==> src/rtl/command_queue.sv <==
// Elastic command buffer between the I2C slave and the TPU: buffers 48-bit
// commands and replays them one at a time, paced by the TPU busy handshake.
module command_queue #(
    parameter int DEPTH        = 8,
    parameter int GUARD_CYCLES = 2
) (
    input  logic                         clk,
    input  logic                         reset,
    input  logic                         in_execute,
    input  logic [47:0]                  in_command,
    output logic                         in_busy,
    output logic                         out_execute,
    output logic [47:0]                  out_command,
    input  logic                         out_busy,
    input  logic                         flush,
    output logic [$clog2(DEPTH+1)-1:0]   level,
    output logic                         overflow,
    output logic [7:0]                   drop_count
);

    localparam int PTR_W = $clog2(DEPTH);
    localparam int LVL_W = $clog2(DEPTH + 1);
    localparam logic [LVL_W-1:0] FULL_LEVEL = LVL_W'(DEPTH);
    localparam logic [3:0]       GUARD_LOAD = 4'(GUARD_CYCLES);

    typedef enum logic [1:0] {
        IDLE,
        GUARD,
        WAIT
    } state_t;

    state_t             state, state_next;
    logic [3:0]         guard_cnt, guard_next;
    logic [PTR_W-1:0]   rd_ptr, wr_ptr;
    logic [PTR_W-1:0]   rd_next, wr_next;
    logic [LVL_W-1:0]   level_next;
    logic               full;
    logic               push_ok;
    logic               push_drop;
    logic               issue;

    // NOTE: storage carries no reset; validity is tracked by the pointers and level alone.
    logic [47:0] mem [DEPTH];

    always_ff @(posedge clk) begin
        if (push_ok) begin
            mem[wr_ptr] <= in_command;
        end
    end

    // Fullness is judged on the level at the start of the cycle, so a
    // same-cycle pop never makes room for a push into a full queue.
    assign full      = (level == FULL_LEVEL);
    assign push_ok   = in_execute && !full && !flush;
    assign push_drop = in_execute && full && !flush;
    assign issue     = (state == IDLE) && (level != '0) && !out_busy;

    always_comb begin
        wr_next    = wr_ptr + PTR_W'(push_ok);
        rd_next    = rd_ptr + PTR_W'(issue);
        level_next = level + LVL_W'(push_ok) - LVL_W'(issue);
        if (flush) begin
            rd_next    = wr_ptr;
            level_next = '0;
        end
    end

    // NOTE: every output of this block gets a default first so no latch is inferred.
    always_comb begin
        state_next = state;
        guard_next = guard_cnt;
        unique case (state)
            IDLE: begin
                if (issue) begin
                    state_next = GUARD;
                    guard_next = GUARD_LOAD;
                end
            end
            GUARD: begin
                // busy is not trusted yet: the TPU needs a few cycles to raise it
                if (guard_cnt <= 4'd1) begin
                    guard_next = '0;
                    state_next = WAIT;
                end else begin
                    guard_next = guard_cnt - 4'd1;
                end
            end
            WAIT: begin
                if (!out_busy) begin
                    state_next = IDLE;
                end
            end
            default: state_next = IDLE;
        endcase
    end

    // NOTE: sequential state uses non-blocking assignments so all registers update together.
    always_ff @(posedge clk) begin
        if (reset) begin
            state       <= IDLE;
            guard_cnt   <= '0;
            rd_ptr      <= '0;
            wr_ptr      <= '0;
            level       <= '0;
            in_busy     <= 1'b0;
            out_execute <= 1'b0;
            out_command <= '0;
            overflow    <= 1'b0;
            drop_count  <= '0;
        end else begin
            state       <= state_next;
            guard_cnt   <= guard_next;
            rd_ptr      <= rd_next;
            wr_ptr      <= wr_next;
            level       <= level_next;
            in_busy     <= (level_next == FULL_LEVEL);
            out_execute <= issue;
            if (issue) begin
                out_command <= mem[rd_ptr];
            end
            if (push_drop) begin
                overflow <= 1'b1;
                if (drop_count != 8'hFF) begin
                    drop_count <= drop_count + 8'd1;
                end
            end
        end
    end

endmodule

==> config.mk <==
export PLATFORM = sky130hd
export DESIGN_NAME = command_queue
export DESIGN_NICKNAME = d
export VERILOG_FILES = /design/src/rtl/command_queue.sv
export SDC_FILE = /design/constraint.sdc
export NUM_CORES = 1
export LEC_CHECK = 0
export ABC_AREA = 1
export BUFFER_PORTS_ARGS = -buffer_cell sky130_fd_sc_hd__buf_4
export CAP_MARGIN = 20
export CORE_ASPECT_RATIO = 1.1
export CORE_MARGIN = 2
export CORE_UTILIZATION = 63
export CTS_BUF_LIST = sky130_fd_sc_hd__clkbuf_2 sky130_fd_sc_hd__clkbuf_4 sky130_fd_sc_hd__clkbuf_8
export CTS_CLUSTER_DIAMETER = 40
export CTS_CLUSTER_SIZE = 20
export DETAILED_ROUTE_END_ITERATION = 6
export PLACE_DENSITY = 0.93
export SETUP_SLACK_MARGIN = 0.4
export SYNTH_ARGS = -nofsm -noshare
export SYNTH_HDL_FRONTEND = slang
export SYNTH_SLANG_ARGS = --single-unit
==> constraint.sdc <==
create_clock -name clk -period 4.95 [get_ports clk]
set_clock_uncertainty 0.1 [all_clocks]
set_input_delay 0.7425 -clock clk [delete_from_list [all_inputs] [get_ports clk]]
set_output_delay 0.7425 -clock clk [all_outputs]
set_load 0.1 [all_outputs]
# [After elaboration in Yosys (flattened, before gate mapping)]
# Memories as Yosys holds them, arrays and structs flattened. A register that Yosys moved wholly into a read port is not among the register bits.
# Index checks and enable logic that the tools add are counted.
# W data, S select, Z words.
[word_totals] regBits=27 mem_bits_rw=384 elab_cells=51 memories=1
[mem_list] name="mem" words=8 width=48 rd=1 rd_ports_with_merged_regs=1 wr=1 line="43" rtl="logic [47:0] mem [DEPTH];"
[classes] addsub=6 order_cmp=1 n_eq_ne=8 muxes=11 reduce_logical=15
[op_table] cell="$mux W4" count=3
[op_table] cell="$add A8 B1 Y8 const B" count=1
[op_table] cell="$eq A4 B4 Y1 const B" count=2
[op_table] cell="$ne A8 B8 Y1 const B" count=1
[op_table] cell="$pmux W4 S2" count=1
[op_table] cell="$add A3 B1 Y3" count=2
[op_table] cell="$logic_and A1 B1 Y1" count=6
[op_table] cell="$mux W2" count=3
[op_table] cell="$ne A2 B2 Y1 const B" count=3
[op_table] cell="$pmux W2 S3" count=1
[op_table] cell="$add A4 B1 Y4" count=1
[op_table] cell="$le A4 B1 Y1 const B" count=1
[op_table] cell="$reduce_and A2 Y1" count=2
[op_table] cell="$reduce_bool A4 Y1" count=1
[op_table] cell="$sub A4 B1 Y4" count=1
[op_table] cell="$sub A4 B1 Y4 const B" count=1
[op_table] cell="$logic_not A1 Y1" count=3
[op_table] cell="$mux W3" count=1
[op_table] cell="$reduce_and A3 Y1" count=1
[op_table] cell="$eq A2 B1 Y1 const B" count=1
[op_table] cell="$eq A2 B2 Y1 const B" count=1
[op_table] cell="$logic_not A2 Y1" count=1
[op_table] cell="$mux W1" count=2
[op_table] cell="$reduce_bool A2 Y1" count=1

# [Longest topological paths before layout]
[depth] ltp_word=8 ltp_mapped=13

# [Worst setup path after synthesis]
# Ideal clock, no wire load.
[synth_timing] kind="reg-to-reg" start="register level[2]" end="memory mem[0][0], enable pin" arrival_ns=4.000 required_time_ns=4.396 slack_ns=0.396 path_stages_with_launch=9 path_buffers=0 path_cell_list="dfxtp_1 inv_1 ha_1 nand3_1 inv_1 nor2_2 inv_1 or2_1 nor2_1"
[synth_via] elab_chain_cells=6
[synth_rtl] element="from (decl)" line="16" rtl="output logic [$clog2(DEPTH+1)-1:0] level,"
[synth_rtl] element="from (signal assigned)" line="115" rtl="level <= level_next;"
[synth_rtl] element="$eq A4 B4 Y1" line="53" rtl="assign full = (level == FULL_LEVEL);"
[synth_rtl] element="$logic_not A1 Y1" line="54" rtl="assign push_ok = in_execute && !full && !flush;"
[synth_rtl] element="$logic_and A1 B1 Y1 (2 in series)" line="54"
[synth_rtl] element="$mux W1" line="46" rtl="if (push_ok) begin"
[synth_rtl] element="$mux W1 (not written as such)" line="47" rtl="mem[wr_ptr] <= in_command;"
[synth_rtl] element="to (decl)" line="43"
# No other way between the ends.

# [Final worst setup path]
[layout_timing] start="register level[2]" end="memory mem[2][11], enable pin"
# The elaborated chain is that of the path after synthesis.

==> metrics.sh <==
GRT_PASS1_WL_UM=71300
MAXCAPVIOLATIONS=0
SETUP_TNS_PS=0
YS_TYPES=26
CRITICAL_PATH.CELL_CHAIN='inv_1, ha_1, nand3_1, inv_1, nor2_2, inv_1, or2_1, nor2_4, buf_4'
DPL.HPWL_UM=26200
CHIPHEIGHT_UM=189
SLEW_VIOLATIONS=0
CTS_SETUP_BUFFERS=0
PLACED_AREA_UM2=20800
SYNTHDOMINANTCELLAREASHARE=0.586
PATH_COMMON_CELL='sky130_fd_sc_hd__inv_1'
WORSTPATHREQUIRED_PS=5090
DRT-TOTAL-WL_UM=45600
POST_ROUTE_CELLS_DRIVE_ABOVE_1_SHARE=0.109
CLK_TRANSITION_REPORTED_PATHS_PS=110
FINALWEIGHTEDCONGESTION=0.839
SYNTH_NETS=2090
YOSYSWARNINGS=0
FLOORPLAN.CORE_AREA_UM2=30600
VIAS=14247
DRT-PASS1-ITER-COUNT=6
CTS.SINKS=459
CTSLONGESTPATHBUFFERS=3
POWER_PER_CELL_AREA_nW_PER_UM2=403
YS_SEQ_ELEMENTS=459
TRITONCTS='yes'
TIMING.FINAL.HOLD_VIOLATIONS=0
CTS_RESIZED=0
UNREPAIRED_SETUP_ENDPOINTS_AFTER_GLOBAL_ROUTING='no'
CRIT_PATH_END_KIND='register'
DIE_X_UM=172
DIEAREA_UM2=32600
WORST-PATH-MAX-FANOUT=26
ASR_FLOP_RATIO_SYNTH=0
AREA.GROWTH.SYNTH_TO_FINAL_PCT=11.5
DRT-INITIAL-DRC-COUNT=1857
YOSYSTOPAREACELL='sky130_fd_sc_hd__edfxtp_1'
POSTSYNTHCELLCOUNT=2023
GLOBAL_ROUTE.USAGE.TOTAL=0.281
GRT_ANTENNA_BEFORE_REPAIR=2
FINALHOLDWORSTSLACK_PS=282
CORE.ROWCOUNT=67
WORST-SLEW-PIN-TRANSITION_PS=1070
REPORT.FINAL.SETUP_VIOL=0
WORST_HOLD_PATH_TYPE='in -> reg'
POSTSYNTHAREAPERCELL_UM2=9.72
OUTCOME='finished clean'
MAX_SLEW_MARGIN=0.283
DESIGN_AREA_UM2=21900
SYNTH-SEQ-AREA-SHARE=0.663
CRIT_PATH_LAUNCH_TYPE='register'
PORT-BUFFER-COUNT=115
CTS-HTREE-LEVELS=2
PERIOD_SHARE=0.623
VDD.IR_DROP.WORST_mV=0.350
LAYOUT.CELLS.MOST_COMMON='sky130_fd_sc_hd__nand2_1'
FINAL_NETS=2179
FMAXACHIEVABLE_MHz=324
MIN_PERIOD_PS=3080
OVERFLOW=0
CRIT_PATH_TOP_DELAY_CELL='sky130_fd_sc_hd__nor2_4'
NUMBER_OF_SYNTHESIZED_FLOPS_WITH_AN_ENABLE_PIN=384
TOTAL_LEAKAGE_POWER_nW=9.93
LAYOUT_COMMON_CELLS='sky130_fd_sc_hd__nand2_1 (560), sky130_fd_sc_hd__inv_1 (462), sky130_fd_sc_hd__edfxtp_1 (384), sky130_fd_sc_hd__nand3_1 (303), sky130_fd_sc_hd__buf_4 (132)'
SYNTH_FLOP_CELL='sky130_fd_sc_hd__edfxtp_1'
CRITPATHKIND='reg -> reg'
GRT_MAX_DEGREE=158
CTS-ROOT-BUF='sky130_fd_sc_hd__clkbuf_8'
AVGVIACOUNTPERCELL=5.56
CRITICAL_PATH.MAX_STAGE_DELAY_PS=680
CP_DATA_ARRIVAL_TIME_PS=3220
SYNTHESIS.AREA_UM2=19700
TRITONCTS.NUM_BUFFERS=42
STARTING_DENSITY_OF_THE_CORE=0.643
FILLER_CELL_COUNT=1843
ROUTEDWLPERCELL_UM=17.8
SYNTHTOPCELLSBYAREA='sky130_fd_sc_hd__edfxtp_1 (59%), sky130_fd_sc_hd__nand2_1 (11%), sky130_fd_sc_hd__inv_1 (8.9%), sky130_fd_sc_hd__nand3_1 (7.7%), sky130_fd_sc_hd__dfxtp_1 (7.6%)'
GRT_PASS1_VIAS=14143
CTS.HOLD.BUFFERS_ADDED=0
DETAIL-ROUTE-ANTENNA-NETS=0
TOP_LEVEL_PORTS=116
ROUTE.DETAILED.DRC=0
FF2FF_SETUP_SLACK_PS=1870
INSERTION_DELAY_PS=590
==> synth_stat cells, types with 2 or more instances <==
library cell and n:
sky130_fd_sc_hd__xnor2_1 3, sky130_fd_sc_hd__buf_4 6, sky130_fd_sc_hd__nand3_1 303, sky130_fd_sc_hd__nand2_1 561
sky130_fd_sc_hd__ha_1 13, sky130_fd_sc_hd__buf_2 65, sky130_fd_sc_hd__edfxtp_1 384, sky130_fd_sc_hd__inv_2 4
sky130_fd_sc_hd__o21ai_0 8, sky130_fd_sc_hd__dfxtp_1 75, sky130_fd_sc_hd__xor2_1 4, sky130_fd_sc_hd__nand4_1 2
sky130_fd_sc_hd__nor2_1 43, sky130_fd_sc_hd__buf_1 3, sky130_fd_sc_hd__a21oi_1 59, sky130_fd_sc_hd__clkbuf_1 17
sky130_fd_sc_hd__inv_1 464
==> sequential cells by signal (all words and copies together) (netlist names) <==
register	cells
guard_cnt	4
level	4
out_execute	1
out_command	48
rd_ptr	3
mem	384
in_busy	1
state	2
drop_count	8
overflow	1
wr_ptr	3
==> metrics by stage <==
| stage | std cells | setup WS, ps | total power [mW] | utilization |
|---|---|---|---|---|
| 5_1_grt | 2562 | 1730 | 9.13 | 0.717 |
| 3_5_place_dp | 2479 | 1650 | 6.32 | 0.681 |
| 6_report | 2563 | 1870 | 8.85 | 0.717 |
| 3_3_place_gp | 2478 | 1700 | 6.25 | 0.680 |
| 2_1_floorplan | 2023 | 396 | 5.88 | - |
| 4_1_cts | 2557 | 1880 | 8.83 | 0.714 |
==> power by group <==
| group | switching, mW | internal [mW] |
|---|---|---|
| registers | 0.0940 | 4.34 |
| clock network | 1.47 | 1.09 |
| logic | 1.43 | 0.421 |
| total | 2.99 | 5.86 |
==> layer usage <==
metal  routed length (um)  GRT usage  up-vias
met5                    0          0        -
met4                 2040      0.150        0
met3                 4090     0.0401      155
met2                23400      0.484      883
met1                16100      0.343     6678
li1                     -          -     6531
==> cell families after synthesis <==
group	Yosys count	share of synthesized area
AND/OR/NAND/NOR	914	0.195
XOR/XNOR	7	0.00312
AO/OA/AOI/OAI	70	0.0181
flip-flops	459	0.663
buffers and inverters	559	0.112
adder cells (fa/ha/maj)	14	0.00929
==> final timing paths <==
| path | startpoint | endpoint | cells after the start |
|---|---|---|---|
| hold reg to reg | overflow$_SDFFE_PP0P_ | overflow$_SDFFE_PP0P_ | 2 |
| setup / recovery | level[2]$_SDFF_PP0_ | mem[2][11]$_DFFE_PP_ | 9 |
| setup reg to reg | level[2]$_SDFF_PP0_ | mem[2][11]$_DFFE_PP_ | 9 |
| hold / removal | in_command[43] | mem[0][43]$_DFFE_PP_ | 1 |
==> worst max-delay path: cells and delay by family (launching register included) <==
family | cells | cell delay, ps
adders and majority gates | 1 | 210
and+or+nand+nor | 4 | 1340
DFF | 1 | 350
buffers and inverters | 4 | 750
==> cell type report <==
class / instances / area [um2] / share of cell area
flip-flops and latches: 459 / 13000 / 0.595
multi-input cells: 1005 / 4490 / 0.205
inverters: 468 / 1760 / 0.0804
repair buffers: 136 / 1090 / 0.0499
clock buffers: 48 / 642 / 0.0293
well taps: 414 / 518 / 0.0236
clock inverters: 30 / 375 / 0.0171
diodes: 3 / 7.51 / 0.000342
Note: power is estimated with default switching activity, not from simulation.
